**src/rtl/tempsense_pkg.sv**
```systemverilog
// Shared constants for the tempsense measurement controller.
// Latency: n/a (constants only).
// Backpressure: n/a.
// Contents: FSM state encoding, DAC code constants, blanking length.
package tempsense_pkg;

  // FSM state encoding; 5..7 are illegal and recover to IDLE.
  localparam logic [2:0] ST_IDLE  = 3'd0;
  localparam logic [2:0] ST_PRE   = 3'd1;
  localparam logic [2:0] ST_TRANS = 3'd2;
  localparam logic [2:0] ST_MEAS  = 3'd3;
  localparam logic [2:0] ST_DONE  = 3'd4;

  // DAC constants, sliced down to DAC_BITS by the user.
  localparam logic [31:0] DAC_ALL_ONES = '1;
  localparam logic [31:0] DAC_ZERO     = '0;

  // MEASURE cycles during which a low delay pulse does not end the sample;
  // covers the synchroniser latency so stale pre-MEASURE data is ignored.
  localparam int BLANK_CYC = 2;

endpackage

```
**src/rtl/tempsense_sync.sv**
```systemverilog
// Two-flop synchroniser for the asynchronous tempdelay pulse.
// Latency: 2 clk cycles from d to q.
// Backpressure: none (free running).
// Ports: clk, reset (async, active-high, clears to 0), d (async in), q (synchronised out).
module tempsense_sync (
  input  logic clk,
  input  logic reset,
  input  logic d,
  output logic q
);

  logic meta;

  always_ff @(posedge clk or posedge reset) begin
    if (reset) begin
      meta <= 1'b0;
      q    <= 1'b0;
    end else begin
      meta <= d;
      q    <= meta;
    end
  end

endmodule

```
**src/rtl/tempsense_meas_ctrl.sv**
```systemverilog
// Self-timed precharge/transition/measure sequencer that digitises the tempsense delay pulse.
// Latency: start to o_valid = 1 + PRE_CYC + TRANS_CYC + P + 3 cycles per sample (P = pulse length).
// Backpressure: result held in DONE with o_valid=1 until i_ready; i_start is ignored outside IDLE.
// Ports: clk/reset (async active-high); i_start, i_continuous, i_dac_cfg, i_tempdelay, i_ready in;
//        o_dac_data, o_dac_en, o_precharge_n to the core; o_result, o_overflow, o_valid, o_busy, o_state out.
// Optional feature: define TEMPSENSE_AVG_EN to average 2^AVG_LOG samples (AVG_LOG >= 1) per result.
module tempsense_meas_ctrl
  import tempsense_pkg::*;
#(
  parameter int DAC_BITS  = 5,
  parameter int CNT_BITS  = 12,
  parameter int PRE_CYC   = 4,
  parameter int TRANS_CYC = 2,
  parameter int AVG_LOG   = 2
) (
  input  logic                clk,
  input  logic                reset,
  input  logic                i_start,
  input  logic                i_continuous,
  input  logic [DAC_BITS-1:0] i_dac_cfg,
  input  logic                i_tempdelay,
  input  logic                i_ready,
  output logic [DAC_BITS-1:0] o_dac_data,
  output logic                o_dac_en,
  output logic                o_precharge_n,
  output logic [CNT_BITS-1:0] o_result,
  output logic                o_overflow,
  output logic                o_valid,
  output logic                o_busy,
  output logic [2:0]          o_state
);

  // Phase counter must reach the longest phase length and the blanking length.
  localparam int PH_MAX0 = (PRE_CYC > TRANS_CYC) ? PRE_CYC : TRANS_CYC;
  localparam int PH_MAX  = (PH_MAX0 > BLANK_CYC) ? PH_MAX0 : BLANK_CYC;
  localparam int PH_W    = $clog2(PH_MAX + 1);
  localparam logic [CNT_BITS-1:0] CNT_MAX = '1;

  logic [2:0]          state, nxt;
  logic [PH_W-1:0]     ph;
  logic [CNT_BITS-1:0] cnt;
  logic [DAC_BITS-1:0] cfg;
  logic                sync;
  logic                blank, samp_end, last_samp, arm;
  logic [CNT_BITS-1:0] res_val;
  logic                ovf_val;

  // Output decode of the next state, registered so outputs line up with o_state.
  logic                nx_en, nx_pn, nx_busy, nx_vld;
  logic [DAC_BITS-1:0] nx_dat;

  tempsense_sync u_sync (
    .clk   (clk),
    .reset (reset),
    .d     (i_tempdelay),
    .q     (sync)
  );

  assign o_state  = state;
  assign blank    = (ph < PH_W'(BLANK_CYC));
  assign samp_end = (cnt == CNT_MAX) || (!blank && !sync);
  // A new conversion (not a follow-on averaging sample) starts here.
  assign arm      = ((state == ST_IDLE) || (state == ST_DONE)) && (nxt == ST_PRE);

`ifdef TEMPSENSE_AVG_EN
  localparam int ACC_W = CNT_BITS + AVG_LOG;
  logic [ACC_W-1:0]   acc, acc_sum;
  logic [AVG_LOG-1:0] samp;
  logic               ovf_acc;

  assign acc_sum   = acc + ACC_W'(cnt);
  assign last_samp = (samp == '1);
  assign res_val   = acc_sum[ACC_W-1:AVG_LOG];
  assign ovf_val   = ovf_acc | (cnt == CNT_MAX);

  always_ff @(posedge clk or posedge reset) begin
    if (reset) begin
      acc     <= '0;
      samp    <= '0;
      ovf_acc <= 1'b0;
    end else if (arm) begin
      acc     <= '0;
      samp    <= '0;
      ovf_acc <= 1'b0;
    end else if ((state == ST_MEAS) && samp_end) begin
      acc     <= acc_sum;
      samp    <= samp + AVG_LOG'(1);
      ovf_acc <= ovf_val;
    end
  end
`else
  assign last_samp = 1'b1;
  assign res_val   = cnt;
  assign ovf_val   = (cnt == CNT_MAX);
`endif

  always_comb begin
    nxt = state;
    case (state)
      ST_IDLE:  if (i_start || i_continuous) nxt = ST_PRE;
      ST_PRE:   if (ph == PH_W'(PRE_CYC - 1)) nxt = ST_TRANS;
      ST_TRANS: if (ph == PH_W'(TRANS_CYC - 1)) nxt = ST_MEAS;
      ST_MEAS:  if (samp_end) nxt = last_samp ? ST_DONE : ST_PRE;
      ST_DONE:  if (i_ready) nxt = i_continuous ? ST_PRE : ST_IDLE;
      default:  nxt = ST_IDLE;
    endcase
  end

  always_comb begin
    nx_en   = 1'b1;
    nx_dat  = DAC_ALL_ONES[DAC_BITS-1:0];
    nx_pn   = 1'b0;
    nx_busy = 1'b0;
    nx_vld  = 1'b0;
    case (nxt)
      ST_PRE:   nx_busy = 1'b1;
      ST_TRANS: begin
        nx_dat  = DAC_ZERO[DAC_BITS-1:0];
        nx_pn   = 1'b1;
        nx_busy = 1'b1;
      end
      ST_MEAS: begin
        nx_dat  = cfg;
        nx_pn   = 1'b1;
        nx_busy = 1'b1;
      end
      ST_DONE:  nx_vld = 1'b1;
      default:  nx_en  = 1'b0;
    endcase
    // cfg is loaded on the same edge as entering PRECHARGE, so MEASURE always
    // sees the latched value; no bypass of i_dac_cfg is needed here.
  end

  always_ff @(posedge clk or posedge reset) begin
    if (reset) begin
      state         <= ST_IDLE;
      ph            <= '0;
      cnt           <= '0;
      cfg           <= '0;
      o_result      <= '0;
      o_overflow    <= 1'b0;
      o_dac_en      <= 1'b0;
      o_dac_data    <= DAC_ALL_ONES[DAC_BITS-1:0];
      o_precharge_n <= 1'b0;
      o_busy        <= 1'b0;
      o_valid       <= 1'b0;
    end else begin
      state <= nxt;

      // Phase timer restarts on every state change and parks at PH_MAX.
      if (nxt != state)               ph <= '0;
      else if (ph != PH_W'(PH_MAX))   ph <= ph + PH_W'(1);

      if (arm) cfg <= i_dac_cfg;

      if (nxt == ST_PRE)
        cnt <= '0;
      else if ((state == ST_MEAS) && sync && (cnt != CNT_MAX))
        cnt <= cnt + CNT_BITS'(1);

      if ((state == ST_MEAS) && samp_end && last_samp) begin
        o_result   <= res_val;
        o_overflow <= ovf_val;
      end

      o_dac_en      <= nx_en;
      o_dac_data    <= nx_dat;
      o_precharge_n <= nx_pn;
      o_busy        <= nx_busy;
      o_valid       <= nx_vld;
    end
  end

endmodule
```
**config.mk**
```make
export PLATFORM = sky130hd
export DESIGN_NAME = tempsense_meas_ctrl
export DESIGN_NICKNAME = d
export VERILOG_FILES = /design/src/rtl/tempsense_pkg.sv /design/src/rtl/tempsense_sync.sv /design/src/rtl/tempsense_meas_ctrl.sv
export SDC_FILE = /design/constraint.sdc
export NUM_CORES = 1
export LEC_CHECK = 0
export CORE_MARGIN = 1
export CORE_UTILIZATION = 45
export CTS_CLUSTER_DIAMETER = 100
export CTS_CLUSTER_SIZE = 30
export DETAILED_ROUTE_END_ITERATION = 6
export HOLD_SLACK_MARGIN = 0.03
export PLACE_DENSITY = 0.69
export SLEW_MARGIN = 20
export SYNTH_ARGS = -nofsm -noshare
export SYNTH_HDL_FRONTEND = slang
export SYNTH_SLANG_ARGS = --single-unit
```
**constraint.sdc**
```tcl
create_clock -name clk -period 5.4 [get_ports clk]
set_input_delay 0.54 -clock clk [delete_from_list [all_inputs] [get_ports clk]]
set_output_delay 0.54 -clock clk [all_outputs]
set_load 0.05 [all_outputs]
```
# Yosys cells after proc, flatten, opt, wreduce, memory -nomap -nowiden
# Cells that the tools add are included.
[totals]
output_inout_bits = 25
ff_bits = 47
inputBits = 11
mem_bits_rw = 0
mem_bits_ro = 0
latch_bits = 0
n_memories = 0
wordCells = 62
[op_classes]
n_shift = 0
add_sub_neg = 2
eq_ne = 14
bitwise = 0
div = 0
muxes = 16
n_mul = 0
magnitude_cmp = 1
n_reduce_logical = 16
[ops]
columns = ["operator", "n"]
rows = [
  ["two-way mux 12 bit", 2],
  ["two-way mux 3 bit", 7],
  ["== test 3 x 2 -> 1 bit, second input constant", 5],
  ["one-hot mux 3 bit (5 select lines)", 1],
  ["adder 12 x 1 -> 12 bit, second input constant", 1],
  ["== test 12 bit, second input constant", 1],
  ["inequality test 12 bit, second input constant", 1],
  ["one-hot mux 5 bit (2 select lines)", 1],
  ["== test 3 x 1 -> 1 bit, second input constant", 3],
  ["== test 3 bit, second input constant", 2],
  ["logical AND 1 bit", 5],
  ["two-way mux 1 bit", 5],
  ["nonzero test 2 bit", 2],
  ["OR reduction 4 bit", 1],
  ["adder 3 x 1 -> 3 bit, second input constant", 1],
  ["zero test 3 bit", 1],
  ["logical OR 1 bit", 3],
  ["less-than comparator 3 x 2 -> 1 bit, second input constant", 1],
  ["inequality test 3 bit", 1],
  ["inequality test 3 bit, second input constant", 1],
  ["OR reduction 3 bit", 1],
  ["zero test 1 bit", 2],
  ["OR reduction 2 bit", 1],
]

# Logic depth before layout (Yosys ltp)
[depth]
word_depth = 9
mapped_depth = 7
ltp_nobuf = 6

# Modules after synthesis
# Synthesis repeated with hierarchy kept, for this count alone.
[hier_totals]
hier_cells = 184
hier_area_um2 = 2203.4
[by_module_without_submodules]
columns = ["mod", "cells_each", "area_per_inst_um2", "n_inst", "seq_area_each_um2"]
rows = [
  ["tempsense_meas_ctrl", 181, 2149.6, 1, 1132.3],
  ["tempsense_sync", 3, 53.8, 1, 50.0],
]

# Worst setup path before layout
# Ideal clock, no wire load.
[synth_timing]
path_kind = "reg-to-reg"
from = "register ph[0]"
to = "register cfg[0]"
arrival_ns = 1.933
path_slack_ns = 3.343
t_required_ns = 5.275
setup_ns = 0.125
stages_incl_launch_ff = 7
synth_period_minus_slack_ns = 2.057
path_buffers = 0
cell_sequence = "dfrtp_1 ha_1 ha_1 or3b_1 a21o_1 a211o_1 mux2_2"
[synth_via]
elab_chain_len = 8
elab_cells_between_ends = 12
cone_classes = "order compare: 1; eq/ne: 3; mux: 4; reduce/logical: 4"
[synth_rtl]
columns = ["item", "line_no", "rtl"]
rows = [
  ["start: declaration", "tempsense_meas_ctrl.sv:40", "logic [PH_W-1:0] ph;"],
  ["start signal: assignment", "tempsense_meas_ctrl.sv:152", "else if (ph != PH_W'(PH_MAX)) ph <= ph + PH_W'(1);"],
  ["less-than comparator 3 x 2 -> 1 bit", "tempsense_meas_ctrl.sv:60", "assign blank = (ph < PH_W'(BLANK_CYC));"],
  ["zero test 1 bit", "tempsense_meas_ctrl.sv:61", "assign samp_end = (cnt == CNT_MAX) || (!blank && !sync);"],
  ["logical AND 1 bit", "tempsense_meas_ctrl.sv:61", ""],
  ["logical OR 1 bit", "tempsense_meas_ctrl.sv:61", ""],
  ["two-way mux 3 bit", "tempsense_meas_ctrl.sv:103", "ST_MEAS: if (samp_end) nxt = last_samp ? ST_DONE : ST_PRE;"],
  ["one-hot mux 3 bit (5 select lines) (*)", "tempsense_meas_ctrl.sv:99", "case (state)"],
  ["== test 3 x 1 -> 1 bit (*)", "tempsense_meas_ctrl.sv:63", "assign arm = ((state == ST_IDLE) || (state == ST_DONE)) && (nxt == ST_PRE);"],
  ["logical AND 1 bit (*)", "tempsense_meas_ctrl.sv:63", ""],
  ["end signal: assignment", "tempsense_meas_ctrl.sv:154", "if (arm) cfg <= i_dac_cfg;"],
  ["end: declaration", "tempsense_meas_ctrl.sv:42", "logic [DAC_BITS-1:0] cfg;"],
]
# Every way passes the cells marked *; elsewhere a longest branch is shown, timed or not.
# A chain may end at the register's enable or synchronous reset.

# Worst setup path in the final report
[layout_timing]
from = "register cnt[1]"
to = "register cnt[0]"
[layout_via]
elab_chain_len = 6
elab_cells_between_ends = 9
cone_classes = "eq/ne: 3; mux: 3; reduce/logical: 3"
[layout_rtl]
columns = ["item", "line_no", "rtl"]
rows = [
  ["start: declaration", "tempsense_meas_ctrl.sv:41", "logic [CNT_BITS-1:0] cnt;"],
  ["start signal: assignment", "tempsense_meas_ctrl.sv:159", "cnt <= cnt + CNT_BITS'(1);"],
  ["== test 12 bit", "tempsense_meas_ctrl.sv:61", ""],
  ["logical OR 1 bit", "tempsense_meas_ctrl.sv:61", ""],
  ["two-way mux 3 bit", "tempsense_meas_ctrl.sv:103", ""],
  ["one-hot mux 3 bit (5 select lines)", "tempsense_meas_ctrl.sv:99", ""],
  ["== test 3 x 1 -> 1 bit", "tempsense_meas_ctrl.sv:156", "if (nxt == ST_PRE)"],
  ["two-way mux 12 bit or nonzero test 2 bit (tied branches)", "n/a", ""],
]
# Several ways; a longest one is shown, not always the timed one.

==> results.md <==
- Power consumption: 1180 uW
- Routability Congestion: 0.867
- Hold Fails Final Rpt: 0
- Setup_tns: 0 ps
- H-tree depth: 2
- Post CTS Setup Buffer Count: 0
- Layout Skew: 6.92 ps
- Commonest non-fill, non-tap cell in the layout: dfrtp_1
- WL/cell: 15.6 um
- Via count: 1634
- Switch share: 40.1%
- TritonCTS Buffers: 5
- CTS tree: yes
- Worst Setup End Kind: flop
- Overall die width: 72.5 um
- Cell Rows: 25
- Detailed Routing Iterations Pass 1: 4
- Fin nets: 234
- Slowest cell on crit path: o32a_1
- Commonest non-fill, non-tap cells in the layout: dfrtp_1 (42), clkdlybuf4s50_1 (35), mux2_2 (10), a22oi_1 (10), nand2_1 (9)
- Worst Hold Class: reg -> reg
- Initial Util: 47.0%
- Clock Sinks: 47
- P_sw: 473 uW
- Final wirelength: 4470 um
- Die height: 72.5 um
- Detail Placement HPWL: 3040 um
- Total grt overflow: 0
- Count of flip-flops with a built-in enable after synthesis: 0
- Clock-pin slew on the worst setup and hold paths: 80 ps
- Outcome: finished, final reports clean
- Core footprint: 0.00475 mm2
- Antenna diode instance count: 0
- CP required: 5540 ps
- Asr flop ratio synth: 100%
- Final setup viols: 0
- IO Pins: 36
- Post-Syn Instances: 184
- Post-CTS Hold Buffers: 0
- Ys Warns: 0
- Layout cell share with drive strength beyond 1: 17.4%
- Top Family by Delay on Critical Path: compound AO/OA/AOI/OAI gates
- Sequential power share: 41.1%
- Largest net degree at the start of global routing: 48
- PD cells: 433 mW/mm2
- Total GRT Usage: 19.3%
- Antenna violations before repair: 0
- Core Util, Final: 57.3%
- CP Launch Type: flop
- Synthesized Nets: 200
- Remaining antenna violation count: 0
- Post-Layout Inst Area: 0.00273 mm2
- DRC: 0
- CP Cell Sequence: ha_1 > inv_1 > nor4_4 > o32a_1 > a22oi_1
- Crit path max fanout: 21
- Max IR drop VDD: 0.268 mV
- Sequential area share after synthesis: 52.9%
- Total internal power: 708 uW
- Least-Margin Pin Slew: 903 ps
- Critical Path AT: 2930 ps
- PortBufs: 35
- Logic gate share of total power: 41.6%
- Max cap viols: 0
- Count of pins over their slew limit: 0
- Critical path class: reg -> reg
- Clock share of power: 17.3%
- Vias in the first global route: 1594
- Clock Latency Late Sink: 300 ps
- Synth Register Bits: 47
- Buffer depth of the longest clock path: 2
- First-pass GRT wire length: 7670 um
- CP peak stage delay: 840 ps
- Vias per std cell: 5.71
- CTS root buf: clkbuf_8
- Slew headroom: 39.8%
- Layout area overhead: 21.9%
- Synthesized area per cell: 12.2 um2
- Die area: 0.00525 mm2
- Buffers and inverters on the worst path: 1
- Synth unique cells: 48
- Ys flop type: dfrtp_1
- Period utilisation layout: 51.7%
- Synth Cell Area: 0.00224 mm2
- Post-CTS Resized: 0
- Pleak: 0.00120 uW
- RSZ-0062 raised after global routing: false
- Fin crit period: 2790 ps
- Post-DP Area: 0.00264 mm2
- Max Fclk: 358 MHz
- First DRT Iteration DRCs: 166
worst reg2reg max path: cells and delay by family (launching register included):
family / cells / cell delay (ps)
buf+inv: 1 / 120
flops: 1 / 450
compound gates: 2 / 1070
simple gates: 1 / 750
fa+ha+maj: 1 / 250
flip-flops by register name (all words and copies together) (netlist names), 3 cells and up:
name	count
cnt	12
o_result	12
o_state	3
ph	3
cfg	5
o_dac_data	5
metrics by stage:
stage               hold slack [ps]  setup slack, ps  std cells
floorplan                       331             3340        184
global placement                334             2780        278
detailed placement              348             2630        278
CTS                             368             2630        286
global route                    382             2350        286
finish                          365             2610        286
cell type report:
cell class                      count  area (um2)
Sequential cell                    47        1180
Clock inverter                      2        12.5
Clock buffer                        6        72.6
Fill cell                         391        2030
Timing Repair Buffer               37         365
Inverter                            8        30.0
Multi-Input combinational cell    119         980
Tap cell                           67        83.8
cells in the mapped netlist (2+ instances only):
library cell,count,share of area (%)
dfrtp_1,42,47
a22oi_1,10,3.4
mux2_2,10,5.0
nand2_1,9,1.5
inv_1,8,1.3
mux2_4,7,4.7
a21o_1,6,2.0
nand3_1,6,1.3
or4_1,6,2.0
buf_2,5,1.1
dfstp_2,5,5.9
ha_1,5,2.8
o21ai_0,5,1.1
o31ai_1,5,1.7
clkbuf_1,4,0.67
nand4b_1,4,1.6
nor2_1,4,0.67
a21oi_1,3,0.67
nand4_1,3,0.84
nor4_1,3,0.84
or3_1,3,0.84
a211o_1,2,0.78
and4_1,2,0.78
and4b_1,2,0.90
nand2b_1,2,0.56
layer usage:
layer | share of wire, % | track usage (%) | routed length [um]
met2 | 51 | 31.2 | 2280
met3 | 5.2 | 5.97 | 231
met5 | 0 | 0 | 0
met4 | 2.1 | 9.80 | 94
met1 | 42 | 23.4 | 1870
power by group through the flow:
stage | logic (uW) | clock network [uW] | registers, uW
floorplan | 246 | 0 | 600
global placement | 478 | 0 | 487
detailed placement | 492 | 0 | 492
CTS | 496 | 214 | 486
global route | 534 | 224 | 498
finish | 492 | 204 | 486
kinds of logic (layout without fill, tap and decap cells):
kind of cell	count (synthesis)	after routing	synth area share (%)
compound gates	44	44	15.2
flops	47	47	52.9
fa+ha+maj	5	5	2.80
buf+inv	18	53	3.64
mux	18	18	10.2
xor+xnor	1	1	0.392
simple gates	51	51	14.9
path summary, 6_finish.rpt:
check | start | end | slack, ps | depth (start not counted)
worst max-delay path | cnt[1] | cnt[0] | 2610 | 5
worst min-delay path | u_sync.meta | u_sync.q | 370 | 0
worst max register to register | cnt[1] | cnt[0] | 2610 | 5
worst min register to register | u_sync.meta | u_sync.q | 370 | 0
max in group asynchronous | reset | o_valid | 4330 | 3
min in group asynchronous | reset | cfg[0] | 690 | 3
No activity file was read; power rests on OpenSTA's default activity.
